==> config.mk <==
export PLATFORM = sky130hd
export DESIGN_NAME = vma_seq
export DESIGN_NICKNAME = d
export VERILOG_FILES = /design/src/rtl/vma_seq.sv
export SDC_FILE = /design/constraint.sdc
export NUM_CORES = 1
export LEC_CHECK = 0
export ABC_AREA = 1
export ABC_CLOCK_PERIOD_IN_PS = 4550
export BUFFER_PORTS_ARGS = -buffer_cell sky130_fd_sc_hd__buf_2
export CORE_MARGIN = 1
export CORE_UTILIZATION = 45
export CTS_CLUSTER_DIAMETER = 120
export DETAILED_ROUTE_END_ITERATION = 16
export MAX_ROUTING_LAYER = met4
export PLACE_DENSITY = 0.84
export SLEW_MARGIN = 5
export SYNTH_ARGS = -nofsm -noshare
export SYNTH_HDL_FRONTEND = slang
export SYNTH_SLANG_ARGS = --single-unit
==> constraint.sdc <==
create_clock -name clk -period 4.55 [get_ports clk]
set_input_delay 0.455 -clock clk [delete_from_list [all_inputs] [get_ports clk]]
set_output_delay 0.455 -clock clk [all_outputs]
set_load 0.01 [all_outputs]
==> src/rtl/vma_seq.sv <==
// ---------------------------------------------------------------------------
// vma_seq -- virtual memory address sequencer
//
// Arbitrates between the EBOX (single-word cycles) and the diagnostic port
// (bursts of 1..8 words). It owns the VMA register, starts memory cycles and
// waits for their completion. Page failures and address-break hits are
// trapped in a FAULT state until they are cleared.
//
// Ports
//   clk, rst_n            clock; synchronous active-low reset
//   ebox_req/addr         EBOX one-word request and address [13:35]
//   ebox_write/fetch      EBOX cycle type (both 0 = data read)
//   diag_req/addr         diagnostic burst request and start address
//   diag_write            diagnostic cycle is a write
//   diag_count            burst length minus one
//   mem_ack, page_fail    memory cycle complete / page failed
//   brk_addr              address-break compare value
//   brk_rd/wr/fetch       address-break enables per cycle type
//   fault_clr             leaves FAULT
//   vma, vma_held         current address / address captured at a fault
//   mem_start             one-cycle pulse starting a memory cycle at vma
//   mem_write, grant_diag type and owner of the active cycle (valid while busy)
//   ebox_done, diag_done  one-cycle completion pulses
//   fault, fault_cause    FAULT state and cause (01 page fail, 10 break)
//   busy                  sequencer is not idle
// ---------------------------------------------------------------------------
module vma_seq (
    input  logic        clk,
    input  logic        rst_n,
    input  logic        ebox_req,
    input  logic [22:0] ebox_addr,
    input  logic        ebox_write,
    input  logic        ebox_fetch,
    input  logic        diag_req,
    input  logic [22:0] diag_addr,
    input  logic        diag_write,
    input  logic [2:0]  diag_count,
    input  logic        mem_ack,
    input  logic        page_fail,
    input  logic [22:0] brk_addr,
    input  logic        brk_rd,
    input  logic        brk_wr,
    input  logic        brk_fetch,
    input  logic        fault_clr,
    output logic [22:0] vma,
    output logic [22:0] vma_held,
    output logic        mem_start,
    output logic        mem_write,
    output logic        grant_diag,
    output logic        ebox_done,
    output logic        diag_done,
    output logic        fault,
    output logic [1:0]  fault_cause,
    output logic        busy
);

    typedef enum logic [1:0] {
        S_IDLE,
        S_START,
        S_WAIT,
        S_FAULT
    } state_t;

    state_t      state;
    logic [2:0]  count;
    logic        cur_fetch;
    logic        prio_diag;

    logic        any_req;
    logic        grant_ok;
    logic        pick_diag;
    logic        contested;
    logic        brk_en;
    logic        brk_hit;
    logic [22:0] vma_next;

    // Arbitration: diag wins when alone or when it holds the priority bit.
    // Grants are held off during the cycle a done pulse is out, so the
    // finishing requester has a cycle to drop its request.
    assign any_req   = ebox_req | diag_req;
    assign contested = ebox_req & diag_req;
    assign pick_diag = diag_req & (~ebox_req | prio_diag);
    assign grant_ok  = any_req & ~ebox_done & ~diag_done;

    // The break enable follows the latched cycle type; a fetch takes
    // precedence over write, and anything else counts as a read.
    always_comb begin
        brk_en = brk_rd;
        if (cur_fetch) begin
            brk_en = brk_fetch;
        end else if (mem_write) begin
            brk_en = brk_wr;
        end
    end

    assign brk_hit = (vma == brk_addr) && brk_en;

    // Burst stepping only advances the in-section offset; the section
    // number in the top five bits stays put and the offset wraps.
    assign vma_next = {vma[22:18], vma[17:0] + 18'd1};

    assign busy  = (state != S_IDLE);
    assign fault = (state == S_FAULT);

    // Sequencer: grant in IDLE, start a word in START, wait for the memory
    // in WAIT, and park in FAULT until fault_clr. Pulse outputs default low
    // every cycle so each is high for exactly one cycle.
    always_ff @(posedge clk) begin
        if (!rst_n) begin
            state       <= S_IDLE;
            vma         <= '0;
            vma_held    <= '0;
            count       <= '0;
            cur_fetch   <= 1'b0;
            prio_diag   <= 1'b1;
            mem_start   <= 1'b0;
            mem_write   <= 1'b0;
            grant_diag  <= 1'b0;
            ebox_done   <= 1'b0;
            diag_done   <= 1'b0;
            fault_cause <= 2'b00;
        end else begin
            mem_start <= 1'b0;
            ebox_done <= 1'b0;
            diag_done <= 1'b0;

            case (state)
                S_IDLE: begin
                    if (grant_ok) begin
                        state      <= S_START;
                        grant_diag <= pick_diag;
                        if (pick_diag) begin
                            vma       <= diag_addr;
                            count     <= diag_count;
                            mem_write <= diag_write;
                            cur_fetch <= 1'b0;
                        end else begin
                            vma       <= ebox_addr;
                            count     <= 3'd0;
                            mem_write <= ebox_write;
                            cur_fetch <= ebox_fetch;
                        end
                        // Only a contested grant hands priority to the loser.
                        if (contested) begin
                            prio_diag <= ~pick_diag;
                        end
                    end
                end

                S_START: begin
                    if (brk_hit) begin
                        vma_held    <= vma;
                        fault_cause <= 2'b10;
                        state       <= S_FAULT;
                    end else begin
                        mem_start <= 1'b1;
                        state     <= S_WAIT;
                    end
                end

                S_WAIT: begin
                    // A page failure overrides an acknowledge in the same cycle.
                    if (page_fail) begin
                        vma_held    <= vma;
                        fault_cause <= 2'b01;
                        state       <= S_FAULT;
                    end else if (mem_ack) begin
                        if (count == 3'd0) begin
                            ebox_done <= ~grant_diag;
                            diag_done <= grant_diag;
                            state     <= S_IDLE;
                        end else begin
                            count <= count - 3'd1;
                            vma   <= vma_next;
                            state <= S_START;
                        end
                    end
                end

                S_FAULT: begin
                    if (fault_clr) begin
                        fault_cause <= 2'b00;
                        count       <= 3'd0;
                        state       <= S_IDLE;
                    end
                end

                default: begin
                    state <= S_IDLE;
                end
            endcase
        end
    end

endmodule

After elaboration in Yosys (flattened, before gate mapping). Cells that the tools add are included.

Register bits after elaboration: 60. Input bits: 85.

Add/subtract/negate cells: 2. Equality and inequality tests: 12. Muxes and demuxes: 31. Bitwise operators: 15. Reduce and logical (&&, ||, !) cells: 18.

Operator list (number): two-way mux 23 bit (4); one-hot mux 23 bit (2 select lines) (2); two-way mux 18 bit (3); == test 23 bit (1); adder 18 x 1 -> 18 bit (second input constant) (1); two-way mux 3 bit (6); inequality test 2 bit (second input constant) (7); two-way mux 2 bit (6); AND reduction 3 bit (4); inverter 1 bit (9); one-hot mux 3 bit (3 select lines) (1); one-hot mux 2 bit (4 select lines) (1); two-way mux 1 bit (7); one-hot mux 2 bit (3 select lines) (1); AND reduction 6 bit (1); nonzero test 2 bit (3); nonzero test 3 bit (2); AND reduction 5 bit (1); OR reduction 5 bit (1); bitwise AND 1 bit (4); == test 2 bit (second input constant) (2); AND reduction 2 bit (2); AND reduction 4 bit (1); zero test 3 bit (1); other kinds (6) (7).

Logic depth before layout (Yosys ltp). Gate-level depths: netlist of the first run.

Depth after elaboration: 6. Depth in mapped cells: 14. Depth with buffers taken out: 12.

Least setup slack after synthesis of the first run. Ideal clock, no wire load.

Path kind: in2reg. Start point: input ebox_req. End point: register vma[15]. Arrival: 1.444 ns. Data required time: 4.416 ns. Slack: 2.972 ns. Stages: 7. Buffers on the path: 1. Cell sequence: o21ai_0 nor2_2 o21ai_1 inv_2 clkbuf_2 o21ai_0 a31oi_1.

Cells in the longest elaborated chain, start to end: 6. Elaborated cells on any way between the ends: 11.

RTL lines: start: declaration (RTL line 30) `input logic ebox_req,`; inverter 1 bit (RTL line 82) `assign pick_diag = diag_req & (~ebox_req | prio_diag);`; bitwise OR 1 bit (RTL line 82); bitwise AND 1 bit (RTL line 82); two-way mux 23 bit (RTL line 132) `if (pick_diag) begin`; two-way mux 23 bit (RTL line 129) `if (grant_ok) begin`; one-hot mux 23 bit (2 select lines) (RTL line 127) `case (state)`; end signal: assignment (RTL line 133) `vma <= diag_addr;`; end signal: assignment (RTL line 138) `vma <= ebox_addr;`; end signal: assignment (RTL line 174) `vma <= vma_next;`; end: declaration (RTL line 45) `output logic [22:0] vma,`.

Parallel ways exist; a longest one is shown, timed or not. The select of a mux whose other input is x is not followed. A chain may end at the register's enable or synchronous reset.

Worst setup path in the final report of the first run.
Start point: register state[0]. End point: register vma[6].

Cells in the longest elaborated chain, start to end: 3. Elaborated cells on any way between the ends: 9.

RTL lines: start: declaration (RTL line 64) `state_t state;`; start signal: assignment (RTL line 110) `state <= S_IDLE;`; start signal: assignment (RTL line 130) `state <= S_START;`; start signal: assignment (RTL line 154) `state <= S_FAULT;`; == test 2 bit / zero test 2 bit (equally long branches) (RTL line 127); inequality test 2 bit (no line) / nonzero test 2 bit (equally long branches); AND reduction 5 bit (no line).

Parallel ways exist; a longest one is shown, timed or not. The select of a mux whose other input is x is not followed.

==> key figures, run 1 <==
Global routing
  – Vias in the first global route: around 3500
  – First-pass GRT wire length: around 16000 µm
  – Global Route Usage Sum: 27.1%
  – Remaining global-route overflow: 0
  – Initial antenna violation count: 0
  – Largest net degree at the start of global routing: 37

Worst setup path
  – Element type at the critical path end: register
  – Critical Path Start Type: register
  – Max FO, Critical Path: 25
  – Worst-path cell chain: inv_1 -> nand2_1 -> inv_1 -> nand2_1 -> o21ai_1 -> inv_2 -> o21ai_0 -> nor2_1 -> a211oi_1
  – Crit-path leading delay family: buffers and inverters
  – CP max-delay cell: inv_1
  – CP Data Required Time: roughly 4800 ps
  – CP max stage delay: just over 700 ps
  – Crit Path Category: reg -> reg
  – Buffers & Inverters on Critical Path: 3
  – Arr. time, crit path: 3380 ps

Yosys
  – Count of different cell masters after synthesis: 34
  – Asr flop ratio synth: 0%
  – Mapped Avg Cell Area: 6.26 µm²
  – EDFF count, synth: 0
  – Most used DFF post-synth: dfxtp_1
  – #FFs+latches synth: 60
  – Largest area contributor in the synthesized netlist: dfxtp_1
  – Synth area leaders: dfxtp_1 35%, nand2_1 16%, o21ai_0 7.8%
  – Yosys top cell area share: roughly a third
  – Top-count cell post-synth: nand2_1
  – Register area share after synthesis: 34.8%
  – Syn nets: 640
  – Most instantiated cells after synthesis: 144 x nand2_1, 61 x nor2_1, 60 x dfxtp_1, 54 x o21ai_0, 53 x inv_1
  – Mapped Area: approximately 0.0035 mm²
  – Cells after Synth: approximately 550
  – Synth Warn #: 0

Clock network
  – Clock Sink Count: 60
  – # resized after CTS: 0
  – CTS Buffer Depth: 2
  – H-Tree Depth: 3
  – Clock-pin slew on the worst setup and hold paths: roughly 60 ps
  – Clk Latency, worst-skew pair: 330 ps
  – Clock tree from TritonCTS: yes
  – CTS Root Cell: clkbuf_8
  – CTS Buf Count: 9
  – Post-CTS setup buffer count: 0
  – Hold buffer count at CTS: 0

Power and ir drop
  – Internal power: roughly 0.0012 W
  – Leakage: about 2.1 nW
  – Flop pwr share: roughly two fifths
  – Combinational share of power: 41.0%
  – Psw: roughly 0.001 W
  – PwrDens: 516 mW/mm²
  – Switching portion of total power: between 40% and 50%
  – Maximum resistive drop on vdd: 0.239 mV
  – Clock power frac: around a fifth

Routing
  – Wirelength per Cell: 13.7 µm
  – Pre-Repair DR Iteration Count: 5
  – Initial DRC Count: approximately 280
  – DRT Wirelength: roughly 11000 µm
  – Via density: between 5 and 6
  – Detail Route Antenna Nets: 0
  – Routed vias: 4098
  – # DRC: 0

Floorplanning
  – Die area: 0.00803 mm²
  – Core Area: approximately 0.0073 mm²
  – Vert. Die Dim: 89.6 µm
  – Initial Util: between 40% and 50%
  – Die Width: roughly 90 µm
  – Ports: between 100 and 150
  – Standard-cell rows: 31

Flow run
  – Max Cap Violations: 0

Layout
  – Multi-input logic area: between 0.0015 and 0.002 mm²
  – Reg area: about 0.0012 mm²
  – Area grow syn2layout: 25.7%
  – Ant diodes: 0
  – Share of cells above drive strength 1: 24.8%
  – Final std cells w/o fill: 780
  – Fillers: approximately 700
  – Fin nets: roughly 770

Min path
  – Min-Delay Path Class: in -> reg

Timing
  – Final Setup Violations: 0
  – Fin worst setup slack: 1390 ps
  – Fin. max-slew vios: 0
  – Slew headroom: 31.7%
  – Final Hold Vio Count: 0
  – Fmax: between 300 and 400 MHz
  – Slew @ Worst Pin: between 1000 and 1500 ps
  – Tmin final: between 3000 and 4000 ps
  – Fin crit share: between 60% and 70%
  – RSZ-0062 raised after global routing: false
  – Setup tns final: 0 ps
  – Worst clock skew: roughly 7.4 ps

Placed design
  – PortBufs: between 100 and 150
  – RD Place Congestion: 0.944
  – Dpl ws: 1490 ps
  – Dpl hpwl: 8030 µm
  – Placed cell count: ~770

Status
  – Status: complete, no violations
## stage by stage
stage | area, µm² | util, % | hold WS, ps | total power, W
floorplan | 3450 | - | 433 | 0.00145
global placement | 4160 | 56.7 | 447 | 0.00174
detailed placement | 4160 | 56.7 | 455 | 0.00177
CTS | 4340 | 59.2 | 378 | 0.00223
global route | 4340 | 59.2 | 381 | 0.00240
finish | 4340 | 59.2 | 387 | 0.00224
## final cells by class
cell class / instances / area share, %
multi-input cells: 403 / 43.5
well taps: 99 / 2.85
flip-flops and latches: 60 / 27.7
repair buffers: 140 / 16.2
clock buffers: 14 / 4.21
inverters: 63 / 5.45
clock inverters: 1 / 0.115
## routing by layer
layer	track usage (%)	wire length, µm
met1	35.1	4830
met2	42.9	4950
met3	3.75	711
met4	10.5	212
met5	-	0
## kinds of logic (layout without fill, tap and decap cells)
| group | count (synthesis) | in the layout | synth area share (%) |
|---|---|---|---|
| AO/OA/AOI/OAI | 133 | 133 | 20.8 |
| XOR/XNOR | 5 | 5 | 1.27 |
| adder cells (fa/ha/maj) | 3 | 3 | 1.09 |
| buffers and inverters | 89 | 218 | 10.5 |
| flip-flops | 60 | 60 | 34.8 |
| AND/OR/NAND/NOR | 262 | 262 | 31.5 |
## sequential cells by signal, indices dropped and copies added, names as in the netlist
register and cells:
mem_write 1, count 3, prio_diag 1, cur_fetch 1
grant_diag 1, vma_held 23, diag_done 1, vma 23
state 2, mem_start 1, ebox_done 1, fault_cause 2
## power groups by stage
stage | combinational (W) | clock (W) | sequential [W]
floorplan | 0.000607 | 0 | 0.000843
global placement | 0.000875 | 0 | 0.000869
detailed placement | 0.000902 | 0 | 0.000872
CTS | 0.000908 | 0.000457 | 0.000861
global route | 0.00103 | 0.000482 | 0.000885
finish | 0.000919 | 0.000454 | 0.000870
## final timing paths
| path | depth (start not counted) | slack (ps) | endpoint | from |
|---|---|---|---|---|
| min reg2reg | 2 | 460 | count[1]$_SDFFE_PN0P_ | count[1]$_SDFFE_PN0P_ |
| min | 3 | 390 | cur_fetch$_SDFFE_PN0P_ | ebox_fetch |
| max | 9 | 1390 | vma[6]$_SDFFE_PN0P_ | state[0]$_SDFFE_PN0P_ |
| max reg2reg | 9 | 1390 | vma[6]$_SDFFE_PN0P_ | state[0]$_SDFFE_PN0P_ |
## placed cells by master, fill, tap and decap left out
cell type  netlist  final
o21ai_1          4      4
a21oi_1         44     44
xor2_1           2      2
nor2_2           2      2
nand2_2          1      1
a31oi_1         19     19
nand2_4          2      2
buf_2            7    139
o21bai_1         4      4
clkinv_2         0      1
clkbuf_1        13      1
ha_1             3      3
o22ai_1          1      1
clkinv_1         1      1
clkbuf_8         0     13
nor2_4           1      1
nand4_1          4      4
o2111ai_1        1      1
nor3b_1          1      1
buf_4            1      1
nor4b_1          1      1
dfxtp_1         60     60
o211ai_1         1      1
nor3_1           5      5
inv_1           53     53
o21ai_0         54     54
nor2_1          61     61
nand3_1         39     39
nor4_1           1      1
inv_2            9      9
nand2_1        144    144
xnor2_1          3      3
a211oi_1         5      5
## worst register-to-register path: stages, from the launching register on
cell      delay (ps)
dfxtp_1          330
inv_1            130
nand2_1          430
inv_1            730
nand2_1          160
o21ai_1          460
inv_2            350
o21ai_0          210
nor2_1            80
a211oi_1         180
(Power assumes the default switching activity.)
==> run 2, diff against run 1 <==
--- a/config.mk
+++ b/config.mk
@@ -6,7 +6,7 @@
 export NUM_CORES = 1
 export LEC_CHECK = 0
 export ABC_AREA = 1
-export ABC_CLOCK_PERIOD_IN_PS = 4550
+export ABC_CLOCK_PERIOD_IN_PS = 3300
 export BUFFER_PORTS_ARGS = -buffer_cell sky130_fd_sc_hd__buf_2
 export CORE_MARGIN = 1
 export CORE_UTILIZATION = 45
==> constraint.sdc (replaced) <==
create_clock -name clk -period 3.3 [get_ports clk]
set_input_delay 0.33 -clock clk [delete_from_list [all_inputs] [get_ports clk]]
set_output_delay 0.33 -clock clk [all_outputs]
set_load 0.01 [all_outputs]
==> key figures, run 2 (synthesis results as in run 1) <==
Status
  – Status: complete, no violations

Timing
  – Slew @ Worst Pin: 777 ps (-241 ps)
  – Final Setup Violations: 0 (unchanged)
  – Fin crit share: 78.6% (+9.2 points)
  – Worst clock skew: 9.78 ps (+2.39 ps)
  – RSZ-0062 raised after global routing: false
  – Fmax: 386 MHz (+22%)
  – Fin Hold WS: 254 ps (-133 ps)
  – Tmin final: 2590 ps (-563 ps)
  – Setup tns final: 0 ps (unchanged)
  – Fin. max-slew vios: 0 (unchanged)
  – Final Hold Vio Count: 0 (unchanged)
  – Slew headroom: 47.8% (+16 points)

Global routing
  – First-pass GRT wire length: 16300 µm (+1.0%)
  – Global Route Usage Sum: 27.7% (+0.52 points)
  – Remaining global-route overflow: 0 (unchanged)
  – Vias in the first global route: 3462 (-1.6%)
  – Initial antenna violation count: 0 (unchanged)
  – Largest net degree at the start of global routing: 29 (-22%)

Layout
  – Top flop regs: vma x23, vma_held x23, count x3
  – Commonest non-fill, non-tap cell in the layout: nand2_1
  – Share of cells above drive strength 1: 25.0% (+0.18 points)
  – Commonest cells after routing, fill and taps aside: 144 x nand2_1, 139 x buf_2, 61 x nor2_1
  – Area grow syn2layout: 25.8% (about the same)
  – Ant diodes: 0 (unchanged)
  – Final design utilization: 59.3% (about the same)
  – Fin nets: 768 (+0.39%)

Routing
  – Pre-Repair DR Iteration Count: 5 (unchanged)
  – # DRC: 0 (unchanged)
  – Via density: 5.16 (-1.8%)
  – Routed vias: 4038 (-1.5%)
  – Initial DRC Count: 248 (-12%)
  – Wirelength per Cell: 13.4 µm (-2.6%)
  – DRT Wirelength: 10500 µm (-2.3%)
  – Detail Route Antenna Nets: 0 (unchanged)

Clock network
  – Post-CTS setup buffer count: 0 (unchanged)
  – Clock Sink Count: 60 (unchanged)
  – Hold buffer count at CTS: 0 (unchanged)
  – H-Tree Depth: 3 (unchanged)
  – Clock tree from TritonCTS: yes
  – Clock-pin slew on the worst setup and hold paths: 60 ps (about the same)
  – # resized after CTS: 0 (unchanged)
  – Clk Latency, worst-skew pair: 350 ps (+20 ps)
  – CTS Root Cell: clkbuf_8
  – CTS Buf Count: 9 (unchanged)
  – CTS Buffer Depth: 2 (unchanged)

Power and ir drop
  – PwrDens: 699 mW/mm² (+35%)
  – Leakage: 2.14 nW (+0.26%)
  – Maximum resistive drop on vdd: 0.359 mV (+50%)

Placed design
  – Dpl hpwl: 7830 µm (-2.4%)
  – PortBufs: 139 (unchanged)
  – RD Place Congestion: 0.926 (-1.9%)

Min path
  – Hold depth: 3 (unchanged)
  – Min-Delay Path Class: in -> reg

Flow run
  – Max Cap Violations: 0 (unchanged)

Floorplanning
  – Core Area: 0.00733 mm² (unchanged)
  – Die Width: 89.6 µm (unchanged)
  – Vert. Die Dim: 89.6 µm (unchanged)
  – Standard-cell rows: 31 (unchanged)
  – Ports: 140 (unchanged)
  – Initial Util: 47.1% (unchanged)
  – Die area: 0.00803 mm² (unchanged)

Worst setup path
  – Arr. time, crit path: 2840 ps (-540 ps)
  – Most frequent CP cell: nor2_1
  – CP Data Required Time: 3550 ps (-1220 ps)
  – CP max-delay cell: o21ai_1
  – Max FO, Critical Path: 25 (unchanged)
  – Register-to-Register Path Depth: 8 (-1)
  – Worst-path cell chain: inv_1 -> nand2_1 -> nor2_1 -> o21ai_1 -> inv_2 -> o21ai_0 -> nor2_1 -> a211oi_1
  – Critical Path Start Type: register
  – CP max stage delay: 650 ps (-70 ps)
  – Crit Path Category: reg -> reg
  – Element type at the critical path end: register
==> run 2: cell types whose count changed in the layout (fill, tap and decap cells not counted), sizes merged <==
cell	change
buf	+3
clkbuf	-1
clkinv	+1
==> run 2: power breakdown <==
group          total (W)  internal (W)  switching (W)
clock           0.000581      0.000307       0.000274
combinational    0.00126      0.000462       0.000796
sequential       0.00120      0.000909       0.000288
total            0.00304       0.00168        0.00136
==> run 2: layer usage <==
metal / part of all wire [%] / GRT usage (%)
met2: 46 / 42.7
met5: 0 / -
met4: 1.9 / 9.96
met1: 45 / 36.6
met3: 6.7 / 4.39
==> run 2: path summary, 6_finish.rpt <==
kind	start	to	slack, ps
worst min register to register	count[2]$_SDFFE_PN0P_	count[2]$_SDFFE_PN0P_	460
worst max-delay path	state[0]$_SDFFE_PN0P_	vma[6]$_SDFFE_PN0P_	710
worst max register to register	state[0]$_SDFFE_PN0P_	vma[6]$_SDFFE_PN0P_	710
worst min-delay path	diag_addr[22]	vma[22]$_SDFFE_PN0P_	250
==> run 2: final cells by class <==
cell class,instances,area (µm²)
fill,701,2980
multi-input combinational,403,1890
sequential,60,1200
timing repair buffer,143,726
inverter,63,236
clock buffer,13,159
tap,99,124
clock inverter,2,10.0
==> run 2: per-stage QoR <==
stage,instance area (µm²),std cells,total power [W],setup WS [ps]
global placement,4180,768,0.00240,963
detailed placement,4180,768,0.00245,780
finish,4350,783,0.00304,708
floorplan,3450,552,0.00200,1740
global route,4350,783,0.00328,428
CTS,4350,783,0.00302,742
==> run 2: worst max-delay path: cells and delay by family, from the launching register on <==
kind | cells | cell delay (ps)
buffers and inverters | 2 | 440
AOI/OAI and AO/OA | 3 | 1000
DFF | 1 | 370
and+or+nand+nor | 3 | 690
